## config.mk

```make
export PLATFORM = sky130hd
export DESIGN_NAME = bw_iodll_code_xfer
export DESIGN_NICKNAME = d
export VERILOG_FILES = /design/src/rtl/bw_iodll_code_xfer.sv
export SDC_FILE = /design/constraint.sdc
export NUM_CORES = 1
export LEC_CHECK = 0
export CAP_MARGIN = 20
export CORE_MARGIN = 3
export CORE_UTILIZATION = 55
export DETAILED_ROUTE_END_ITERATION = 12
export PLACE_DENSITY = 0.79
export SLEW_MARGIN = 20
export SYNTH_ARGS = -nofsm -noshare
export SYNTH_HDL_FRONTEND = slang
export SYNTH_SLANG_ARGS = --single-unit
```

## constraint.sdc

```tcl
create_clock -name ddr_clk_in -period 4.6 [get_ports ddr_clk_in]
set_input_delay 0.69 -clock ddr_clk_in [delete_from_list [all_inputs] [get_ports ddr_clk_in]]
set_output_delay 0.69 -clock ddr_clk_in [all_outputs]
set_load 0.01 [all_outputs]
```

## src/rtl/bw_iodll_code_xfer.sv

```systemverilog
// Slave-side DLL code transfer: captures the master delay code, qualifies lock,
// applies a lane offset and steps the slave code only inside granted update windows.
module bw_iodll_code_xfer #(
    parameter int unsigned LOCK_CNT = 8,
    parameter int unsigned MAX_STEP = 2
) (
    input  logic       ddr_clk_in,
    input  logic       io_dll_reset_l,
    input  logic [4:0] lpf_out,
    input  logic       iodll_lock,
    input  logic       overflow,
    input  logic       strobe,
    input  logic [2:0] code_offset,
    input  logic       upd_win,
    output logic [4:0] slave_code,
    output logic       slave_lock,
    output logic       upd_ack,
    output logic       code_err
);

    localparam int unsigned CODE_W = 5;
    localparam int unsigned LCNT_W = 4;
    localparam int unsigned SUM_W  = 7;

    localparam logic [LCNT_W-1:0]       LCNT_MAX  = LCNT_W'(LOCK_CNT);
    localparam logic [CODE_W-1:0]       CODE_RST  = 5'b10000;
    localparam logic [CODE_W-1:0]       CODE_MAX  = 5'd31;
    localparam logic signed [SUM_W-1:0] STEP_S    = SUM_W'(MAX_STEP);
    localparam logic signed [SUM_W-1:0] SUM_MAX_S = 7'sd31;

    typedef enum logic [1:0] {
        UNLOCK = 2'd0,
        LOAD   = 2'd1,
        TRACK  = 2'd2,
        HOLD   = 2'd3
    } state_t;

    state_t              state_q, state_d;
    logic [CODE_W-1:0]   master_q, master_d;
    logic [LCNT_W-1:0]   lcnt_q, lcnt_d;
    logic [CODE_W-1:0]   code_q, code_d;
    logic                lock_q, lock_d;
    logic                ack_q, ack_d;
    logic                err_q, err_d;

    logic signed [SUM_W-1:0] sum_c;
    logic signed [SUM_W-1:0] diff_c;
    logic [CODE_W-1:0]       target_c;
    logic                    clamp_c;

    // Capture, lock qualification and sticky error
    always_comb begin
        master_d = master_q;
        lcnt_d   = lcnt_q;
        if (strobe) master_d = lpf_out;
        if (!iodll_lock) begin
            lcnt_d = '0;
        end else if (strobe && overflow) begin
            lcnt_d = '0;
        end else if (strobe && (lcnt_q != LCNT_MAX)) begin
            lcnt_d = lcnt_q + LCNT_W'(1);
        end
        lock_d = (lcnt_q == LCNT_MAX);
        err_d  = err_q | clamp_c | (strobe & overflow);
    end

    // Offset target; 7-bit signed so code 31 plus +3 cannot wrap before clamping
    always_comb begin
        sum_c    = $signed({2'b00, master_q}) + $signed({{4{code_offset[2]}}, code_offset});
        clamp_c  = 1'b0;
        target_c = sum_c[CODE_W-1:0];
        if (sum_c < 0) begin
            target_c = '0;
            clamp_c  = 1'b1;
        end else if (sum_c > SUM_MAX_S) begin
            target_c = CODE_MAX;
            clamp_c  = 1'b1;
        end
        diff_c = $signed({2'b00, target_c}) - $signed({2'b00, code_q});
    end

    // Transfer FSM: next state, slave code and ack
    always_comb begin
        state_d = state_q;
        code_d  = code_q;
        ack_d   = 1'b0;
        if (!iodll_lock) begin
            state_d = UNLOCK;
        end else begin
            case (state_q)
                UNLOCK: begin
                    // lcnt check masks the stale slave_lock in the cycle after a lock loss
                    if (lock_q && (lcnt_q == LCNT_MAX)) state_d = LOAD;
                end
                LOAD: begin
                    if (upd_win) begin
                        code_d  = target_c;
                        ack_d   = 1'b1;
                        state_d = HOLD;
                    end
                end
                TRACK: begin
                    if (upd_win && (target_c != code_q)) begin
                        if (diff_c > STEP_S) begin
                            code_d = code_q + CODE_W'(MAX_STEP);
                        end else if (diff_c < -STEP_S) begin
                            code_d = code_q - CODE_W'(MAX_STEP);
                        end else begin
                            code_d = target_c;
                        end
                        ack_d   = 1'b1;
                        state_d = HOLD;
                    end
                end
                HOLD: begin
                    if (!upd_win) state_d = TRACK;
                end
                default: state_d = UNLOCK;
            endcase
        end
    end

    always_ff @(posedge ddr_clk_in or negedge io_dll_reset_l) begin
        if (!io_dll_reset_l) begin
            state_q  <= UNLOCK;
            master_q <= '0;
            lcnt_q   <= '0;
            code_q   <= CODE_RST;
            lock_q   <= 1'b0;
            ack_q    <= 1'b0;
            err_q    <= 1'b0;
        end else begin
            state_q  <= state_d;
            master_q <= master_d;
            lcnt_q   <= lcnt_d;
            code_q   <= code_d;
            lock_q   <= lock_d;
            ack_q    <= ack_d;
            err_q    <= err_d;
        end
    end

    assign slave_code = code_q;
    assign slave_lock = lock_q;
    assign upd_ack    = ack_q;
    assign code_err   = err_q;

endmodule

```

-- Word level (Yosys, flattened, before mapping)
Index checks and enable logic that the tools add are counted.
- bitwise gates (word level): 3
- $lt $le $gt $ge: 4
- add/sub/neg operators: 5
- eq/ne operators: 13
- multiplexer cells: 22
- reductions and logical operators: 8
- operator list (kind ; number):
    5-bit 2-to-1 mux ; 6
    4-bit 2-to-1 mux ; 3
    3-bit != test, second input constant ; 4
    2-bit 2-to-1 mux ; 5
    5-bit one-hot mux with 2 select lines ; 1
    2-bit one-hot mux with 4 select lines ; 1
    4-bit AND reduction ; 2
    6-bit by 3-bit adder with 7-bit output ; 1
    7-bit by 6-bit greater-than comparator with 1-bit output, second input constant ; 1
    7-bit by 1-bit < comparator with 1-bit output, second input constant ; 1
    6-bit by 3-bit greater-than comparator with 1-bit output, second input constant ; 1
    6-bit by 2-bit < comparator with 1-bit output, second input constant ; 1
    5-bit by 5-bit subtractor with 6-bit output ; 1
    5-bit by 2-bit adder with 5-bit output, second input constant ; 1
    1-bit 2-to-1 mux ; 5
    5-bit != test ; 1
    5-bit by 2-bit subtractor with 5-bit output, second input constant ; 1
    4-bit by 1-bit adder with 4-bit output, second input constant ; 1
    2-bit equality test, second input constant ; 2
    4-bit equality test, second input constant ; 1
    1-bit logical AND ; 4
    2-bit != test, second input constant ; 2
    4-bit != test, second input constant ; 1
    3-bit by 1-bit != test with 1-bit output, second input constant ; 1
    6 further kinds ; 7
- word-level logic and storage cells: 62
- bits in registers: 19
- output and inout port bits: 8
- input port bits: 14

-- Logic depth before layout (Yosys ltp)
Gate-level depths: netlist (run 1).
- depth after elaboration: 10
- gate-level depth with buffers: 18
- depth with buffers taken out: 18

-- Worst setup path before layout (run 1)
OpenSTA, ideal clock, no wires.
- kind: input to register
- from: in code_offset[0]
- to: reg code_q[3] (netlist: slave_code[3])
- setup time: 92 ps
- arrival time: 4052 ps
- cell stages on the path: 18
- path buffers: 0
- path slack: 456 ps
- data required time: 4508 ps
- cells stage by stage: ha_1 > fa_1 > a211oi_1 > nor2_1 > nand2_1 > or2_1 > a21oi_1 > a21oi_1 > ha_1 > inv_1 > fa_1 > a21o_1 > a21oi_2 > xor2_2 > o311ai_2 > o221ai_1 > and3_4 > o31ai_2
- longest elaborated chain between the ends: 10
- elaborated cells on any way between the ends: 17
- classes of those cells: add/sub: 2; order compare: 4; eq/ne: 2; mux: 7; reduce/logical: 2
- RTL lines (what ; RTL line ; text):
    from (decl) ; 13 ; input logic [2:0] code_offset,
    6-bit by 3-bit adder with 7-bit output (*) ; 69 ; sum_c = $signed({2'b00, master_q}) + $signed({{4{code_offset[2]}}, code_offset});
    7-bit by 6-bit greater-than comparator with 1-bit output ; 75 ; end else if (sum_c > SUM_MAX_S) begin
    5-bit 2-to-1 mux ; 75 ;
    5-bit 2-to-1 mux (*) ; 72 ; if (sum_c < 0) begin
    5-bit by 5-bit subtractor with 6-bit output ; 79 ; diff_c = $signed({2'b00, target_c}) - $signed({2'b00, code_q});
    6-bit by 2-bit < comparator with 1-bit output ; 106 ; end else if (diff_c < -STEP_S) begin
    5-bit 2-to-1 mux ; 106 ;
    5-bit 2-to-1 mux ; 104 ; if (diff_c > STEP_S) begin
    5-bit 2-to-1 mux ; 103 ; if (upd_win && (target_c != code_q)) begin
    5-bit one-hot mux with 2 select lines ; 90 ; case (state_q)
    to (signal assigned) ; 136 ; code_q <= code_d;
    to (decl) ; 41 ; logic [CODE_W-1:0] code_q, code_d;
Mark *: on every way between the ends. The rest lies on a longest branch, timed or not. The select of a mux whose other input is x is not followed.
A chain may end at the register's enable or synchronous reset.

-- Worst setup path in the final report (run 1)
- from: in code_offset[1]
- to: reg code_q[3] (netlist: slave_code[3])
The elaborated chain is that of the path after synthesis.

==> results of run 1 <==
## per-stage QoR
step                      hold slack [ps]  worst slack [ps]  utilization, %  instance area (um2)
after global routing                  511             -4.96            73.9                 2110
after CTS                             496              61.2            72.1                 2060
after floorplan                       394               456               -                 1710
after global placement                469              12.3            71.1                 2030
final                                 492               132            73.9                 2110
after detailed placement              466              -248            71.1                 2030
## routing by layer
layer | up-vias | wire [um]
met4 | 0 | 21
met5 | - | 0
met1 | 736 | 1770
met2 | 41 | 2200
met3 | 4 | 142
li1 | 754 | -
## cell usage in the layout (no fill, tap or decap), types with 3 or more instances in the layout
master	n
a21oi_1	9
nor2_1	15
nor2b_1	4
nand2_1	15
mux2i_1	4
o21ai_1	7
and2_1	3
o221ai_1	3
inv_1	15
clkbuf_4	3
nand3_1	3
nor3_1	3
buf_4	13
dfrtp_1	18
a22oi_1	3
a21o_1	6
o21ai_0	9
xor2_1	4
mux2_2	5
ha_1	20
clkdlybuf4s50_1	21
## layout make-up
cell class / count / area (um2)
inverters: 15 / 56.3
well taps: 31 / 38.8
clock inverters: 1 / 7.51
clock buffers: 3 / 22.5
repair buffers: 34 / 308
fillers: 208 / 746
multi-input cells: 153 / 1200
flip-flops and latches: 19 / 477
## worst max-delay path: stages
cell             delay, ps
clkdlybuf4s50_1        480
ha_1                   320
a21o_1                 180
and4b_1                200
or2_1                  280
or2_1                  280
buf_4                  150
a21oi_1                120
a21o_1                 160
ha_1                   270
buf_4                  170
o21ai_1                110
a21oi_1                 70
o21ai_0                370
a32o_2                 250
o221ai_1               170
and3_4                 210
o31ai_2                210
## flip-flops by register name (all words and copies together) (netlist names)
register    count
master_q        5
slave_lock      1
upd_ack         1
state_q         2
code_err        1
lcnt_q          4
slave_code      5
## path summary, 6_finish.rpt
check	startpoint	end	slack, ps	depth (start not counted)
worst max-delay path	code_offset[1]	slave_code[3]$_DFFE_PN0P_	130	18
worst min-delay path	code_err$_DFF_PN0_	code_err$_DFF_PN0_	490	1
worst max register to register	master_q[1]$_DFFE_PN0P_	slave_code[3]$_DFFE_PN0P_	580	17
worst min register to register	code_err$_DFF_PN0_	code_err$_DFF_PN0_	490	1
max in group asynchronous	io_dll_reset_l	state_q[0]$_DFFE_PN0P_	3180	1
min in group asynchronous	io_dll_reset_l	master_q[1]$_DFFE_PN0P_	870	1
## cell families (layout without fill, tap and decap cells)
kind of cell / count (synthesis) / after routing / share of synthesized area [%]
xor+xnor: 8 / 8 / 4.55
compound gates: 57 / 57 / 23.8
simple gates: 57 / 57 / 16.7
mux: 9 / 9 / 5.65
fa+ha+maj: 22 / 22 / 17.0
flops: 19 / 19 / 28.0
buf+inv: 18 / 53 / 4.26
## report_power, final
part	leakage, nW	internal, mW	switching (mW)
clock	0.0139	0.0331	0.0602
combinational	0.691	0.296	0.353
sequential	0.243	0.193	0.0317
## repair_timing
item | in CTS | in global routing
gates resized for setup | 0 | 7
hold endpoints to repair | 0 | 0
buffers inserted | 0 | 1
endpoints found under the setup margin | 0 | 5
==> flow_metrics.env, run 1 <==
export IMPL_critPathMaxFanout=6
export IMPL_syn_avg_cell_area_um2=8.98
export IMPL_clk_pin_slew_worst_paths_ps=130
export IMPL_clock_sinks=19
export IMPL_cp_arrival_ps=4690
export IMPL_synth_top_cell_area_share_pct=26.4
export IMPL_grt_max_degree=20
export IMPL_drive_gt1_share_pct=15.6
export IMPL_ys_ff_latch=19
export IMPL_overflow=0
export IMPL_grtUsageMet2_pct=42.8
export IMPL_ir_worst_vdd_uv=249
export IMPL_grt_pass1_wl_um=6740
export IMPL_grt_use_met3_pct=3.14
export IMPL_via_per_inst=6.00
export IMPL_p_total_mw=0.967
export IMPL_clockBufferDepth=2
export IMPL_hold_viol=0
export IMPL_fmax_ghz=0.224
export IMPL_yosys_warnings=0
export IMPL_post_dp_hpwl_um=3170
export IMPL_fin_cells=256
export IMPL_dp_cells=251
export IMPL_gp_congestion=0.916
export IMPL_crit_required_ps=4830
export IMPL_path_class="in2reg"
export IMPL_drtPass1Iterations=5
export IMPL_cts_hold_buf=0
export IMPL_fin_nets=262
export IMPL_timing_hold_worst_class="reg2reg"
export IMPL_drt_iter0_drc=104
export IMPL_grt_use_met1_pct=29.6
export IMPL_syn_area_um2=1710
export IMPL_syn_num_nets=226
export IMPL_clockRootBuffer="clkbuf_4"
export IMPL_drtAntennaViolNets=0
export IMPL_drc=0
export IMPL_io_pin_count=22
export IMPL_routedWlPerCell_um=16.1
export IMPL_io_buffer_count=21
export IMPL_htreeDepth=1
export IMPL_tightestPinTransition_ps=893
export IMPL_grt_pass1_vias=1555
export IMPL_core_area_um2=2850
export IMPL_diodes=0
export IMPL_status="completed"
export IMPL_synth_cell_types=50
export IMPL_antenna_found_initial=0
export IMPL_start_util_pct=59.8
export IMPL_synth_seq_area_share_pct=28.0
export IMPL_leakage_nw=0.947
export IMPL_endpoint_kind="flop"
export IMPL_finalSetupViolCount=0
export IMPL_synth_edf_count=0
export IMPL_finalMaxSlewViolations=0
export IMPL_start_kind="primary input"
export IMPL_synth_cells=190
export IMPL_cts_tree="done"
export IMPL_cap_violations=0
export IMPL_post_route_period_util_pct=97.1
export IMPL_synth_main_ff_cell="dfrtp_1"
export IMPL_post_route_min_period_ps=4470
export IMPL_yosysMostFrequentCell="ha_1"
export IMPL_dieHeight_um=61.7
export IMPL_cts_inserted_buffers=3
export IMPL_fin_worst_skew_ps=6.01
export IMPL_async_reset_ff_share_pct=100
export IMPL_syn_to_final_growth_pct=23.6
export IMPL_yosys_area_top_type="dfrtp_1"
export IMPL_dieWidth_um=61.7
export IMPL_tns_ps=0
export IMPL_synth_common_cells="ha_1 (20), dfrtp_1 (18), nor2_1 (16)"
export IMPL_clock_latency_ps=310
export IMPL_routed_wl_um=4130
export IMPL_p_per_area_nw_per_um2=459
export IMPL_slew_limit_headroom_pct=40.3
export IMPL_track_usage_pct=23.5
export IMPL_synthTopCellsByArea="dfrtp_1 (26%), ha_1 (15%), nor2_1 (3.5%)"
export IMPL_grt_busiest_layer="met2"
export IMPL_num_rows=19
export IMPL_vias=1535
export IMPL_die_area_um2=3810
Note: power is estimated with default switching activity, not from simulation.
==> inputs of run 2 (changes only) <==
- CELL_PAD_IN_SITES_DETAIL_PLACEMENT: default -> 2
- CELL_PAD_IN_SITES_GLOBAL_PLACEMENT: default -> 2
- CORE_UTILIZATION: 55 -> 34
- PLACE_DENSITY: 0.79 -> 0.8
==> run 2 against run 1 <==
Compared with the run above:
- clock power grew 41%
- non-clock buffer count rose by 8
- count of clock-buffer cells in the layout did not move
- via count increased by 7.1%
- largest power group unchanged
- sequential share of layout area is 2.3 points lower
- critical path type unchanged
- largest cell class unchanged
- die area grew 55%
- power increased by 24%
- worst hold slack gained 6.3 ps
- setup slack worse by 50 ps
- first-iteration DRC count down 42%
==> flow_metrics.env, run 2 (synthesized netlist as in run 1, its figures left out) <==
export IMPL_status="completed"
export IMPL_overflow=0
export IMPL_slew_limit_headroom_pct=39.4
export IMPL_hold_viol=0
export IMPL_seq_area_um2=477
export IMPL_post_dp_hpwl_um=4340
export IMPL_io_pin_count=22
export IMPL_combPwrFrac_pct=69.9
export IMPL_cp_arrival_ps=4680
export IMPL_grt_pass1_vias=1860
export IMPL_num_rows=25
export IMPL_p_sw_mw=0.558
export IMPL_io_buffer_count=21
export IMPL_finalMaxSlewViolations=0
export IMPL_crit_required_ps=4760
export IMPL_fillers=508
export IMPL_final_cell_mix="buf_4 (20), clkdlybuf4s50_1 (19), dfrtp_1 (18), ha_1 (16)"
export IMPL_place_worst_setup_slack_ps=-515
export IMPL_drt_iter0_drc=60
export IMPL_fmax_ghz=0.221
export IMPL_start_util_pct=35.6
export IMPL_cp_slowest_cell="clkdlybuf4s50_1"
export IMPL_syn_to_final_growth_pct=37.4
export IMPL_track_usage_pct=19.5
export IMPL_timing_hold_worst_class="reg2reg"
export IMPL_hold_slack_ps=498
export IMPL_grt_pass1_wl_um=9270
export IMPL_p_seq_share_pct=19.1
export IMPL_tightestPinTransition_ps=906
export IMPL_ir_worst_vdd_uv=184
export IMPL_p_sw_share_pct=46.6
export IMPL_start_kind="primary input"
export IMPL_routedWlPerCell_um=20.4
export IMPL_clock_latency_ps=270
export IMPL_post_route_period_util_pct=98.2
export IMPL_leakage_nw=1.02
export IMPL_path_class="in2reg"
export IMPL_max_stage_delay_ps=560
export IMPL_vias=1644
export IMPL_clockRootBuffer="clkbuf_8"
export IMPL_finalSetupViolCount=0
export IMPL_p_per_area_nw_per_um2=511
export IMPL_final_util_pct=49.0
export IMPL_dieHeight_um=76.8
export IMPL_drc=0
export IMPL_routed_wl_um=6110
export IMPL_clk_pin_slew_worst_paths_ps=90
export IMPL_fin_nets=270
export IMPL_gp_congestion=0.757
export IMPL_via_per_inst=5.48
export IMPL_cp_cell_sequence="clkdlybuf4s50_1 > ha_2 > a21oi_1 > nor2_1 > or2_4 > o21ai_1 > a21oi_1 > a21oi_2 > ha_2 > inv_2 > fa_2 > a21o_1 > a21oi_4 > xor2_4 > or3_4 > o221a_4 > o21ai_2 > o31ai_1"
export IMPL_cts_inserted_buffers=3
export IMPL_fin_worst_skew_ps=4.45
export IMPL_critPathMaxFanout=7
export IMPL_antenna_found_initial=0
export IMPL_grt_max_degree=20
export IMPL_diodes=0
export IMPL_core_area_um2=4790
export IMPL_cap_violations=0
export IMPL_dieWidth_um=76.8
export IMPL_drtPass1Iterations=4
export IMPL_final_common_cell="buf_4"
export IMPL_htreeDepth=1
export IMPL_tns_ps=0
export IMPL_placed_area_um2=2100
export IMPL_multi_input_area_um2=1300
export IMPL_cell_internal_pwr_mw=0.639
export IMPL_cts_tree="done"
export IMPL_post_route_min_period_ps=4520
export IMPL_clockBufferDepth=2
export IMPL_design_area_um2=2340
export IMPL_drtAntennaViolNets=0
export IMPL_power_frac_clock_pct=11.1
export IMPL_clock_sinks=19
export IMPL_die_area_um2=5900
export IMPL_endpoint_kind="flop"
export IMPL_drive_gt1_share_pct=27.5
export IMPL_finalWorstSetupSlack_ps=81.9
## run 2: final cells by class
type / count / area share (%)
Tap cell: 67 / 3.58
Timing Repair Buffer: 42 / 16.1
Sequential cell: 19 / 20.3
Clock buffer: 3 / 1.76
Multi-Input combinational cell: 153 / 55.5
Clock inverter: 1 / 0.320
Inverter: 15 / 2.40
## run 2: final timing paths
path	from	to	slack [ps]	depth (start not counted)
max	code_offset[2]	slave_code[0]$_DFFE_PN0P_	80	18
min	slave_code[4]$_DFFE_PN1P_	slave_code[4]$_DFFE_PN1P_	500	2
max reg2reg	master_q[0]$_DFFE_PN0P_	slave_code[0]$_DFFE_PN0P_	480	18
min reg2reg	slave_code[4]$_DFFE_PN1P_	slave_code[4]$_DFFE_PN1P_	500	2
max in group asynchronous	io_dll_reset_l	lcnt_q[0]$_DFFE_PN0P_	3130	1
min in group asynchronous	io_dll_reset_l	state_q[1]$_DFFE_PN0P_	920	1
## run 2: power groups by stage
stage               clock network [mW]  registers [mW]  logic, mW
floorplan                            0           0.230      0.402
global placement                     0           0.226      0.588
detailed placement                   0           0.231      0.631
CTS                              0.132           0.228      0.683
global route                     0.141           0.233      0.906
finish                           0.132           0.228      0.836
## run 2: through the flow
stage / total power [mW] / cells
finish: 1.20 / 300
global route: 1.28 / 300
CTS: 1.04 / 297
detailed placement: 0.863 / 291
global placement: 0.815 / 291
floorplan: 0.632 / 190
## run 2: routing by layer
metal / vias to the layer above / routed length (um) / track usage (%)
met1: 830 / 2620 / 23.3
met3: 13 / 149 / 2.23
met2: 32 / 3220 / 36.1
li1: 769 / - / -
met5: - / 0 / 0
met4: 0 / 125 / 5.80
## run 2: timing repair
item | 4_1_cts | 5_1_grt
gates resized for setup | 6 | 32
cloned | 0 | 0
endpoints found under the setup margin | 5 | 5
endpoints found under the hold margin | 0 | 0
hold buffers | 0 | 0
pin swaps | 3 | 17
buffers inserted | 2 | 3
## run 2: worst max-delay path: cells and delay by family
| kind | cells | cell delay [ps] |
|---|---|---|
| buffers and inverters | 2 | 600 |
| adders and majority gates | 3 | 910 |
| xor gates and xnor gates | 1 | 120 |
| and+or+nand+nor | 3 | 800 |
| AOI/OAI and AO/OA | 9 | 1570 |
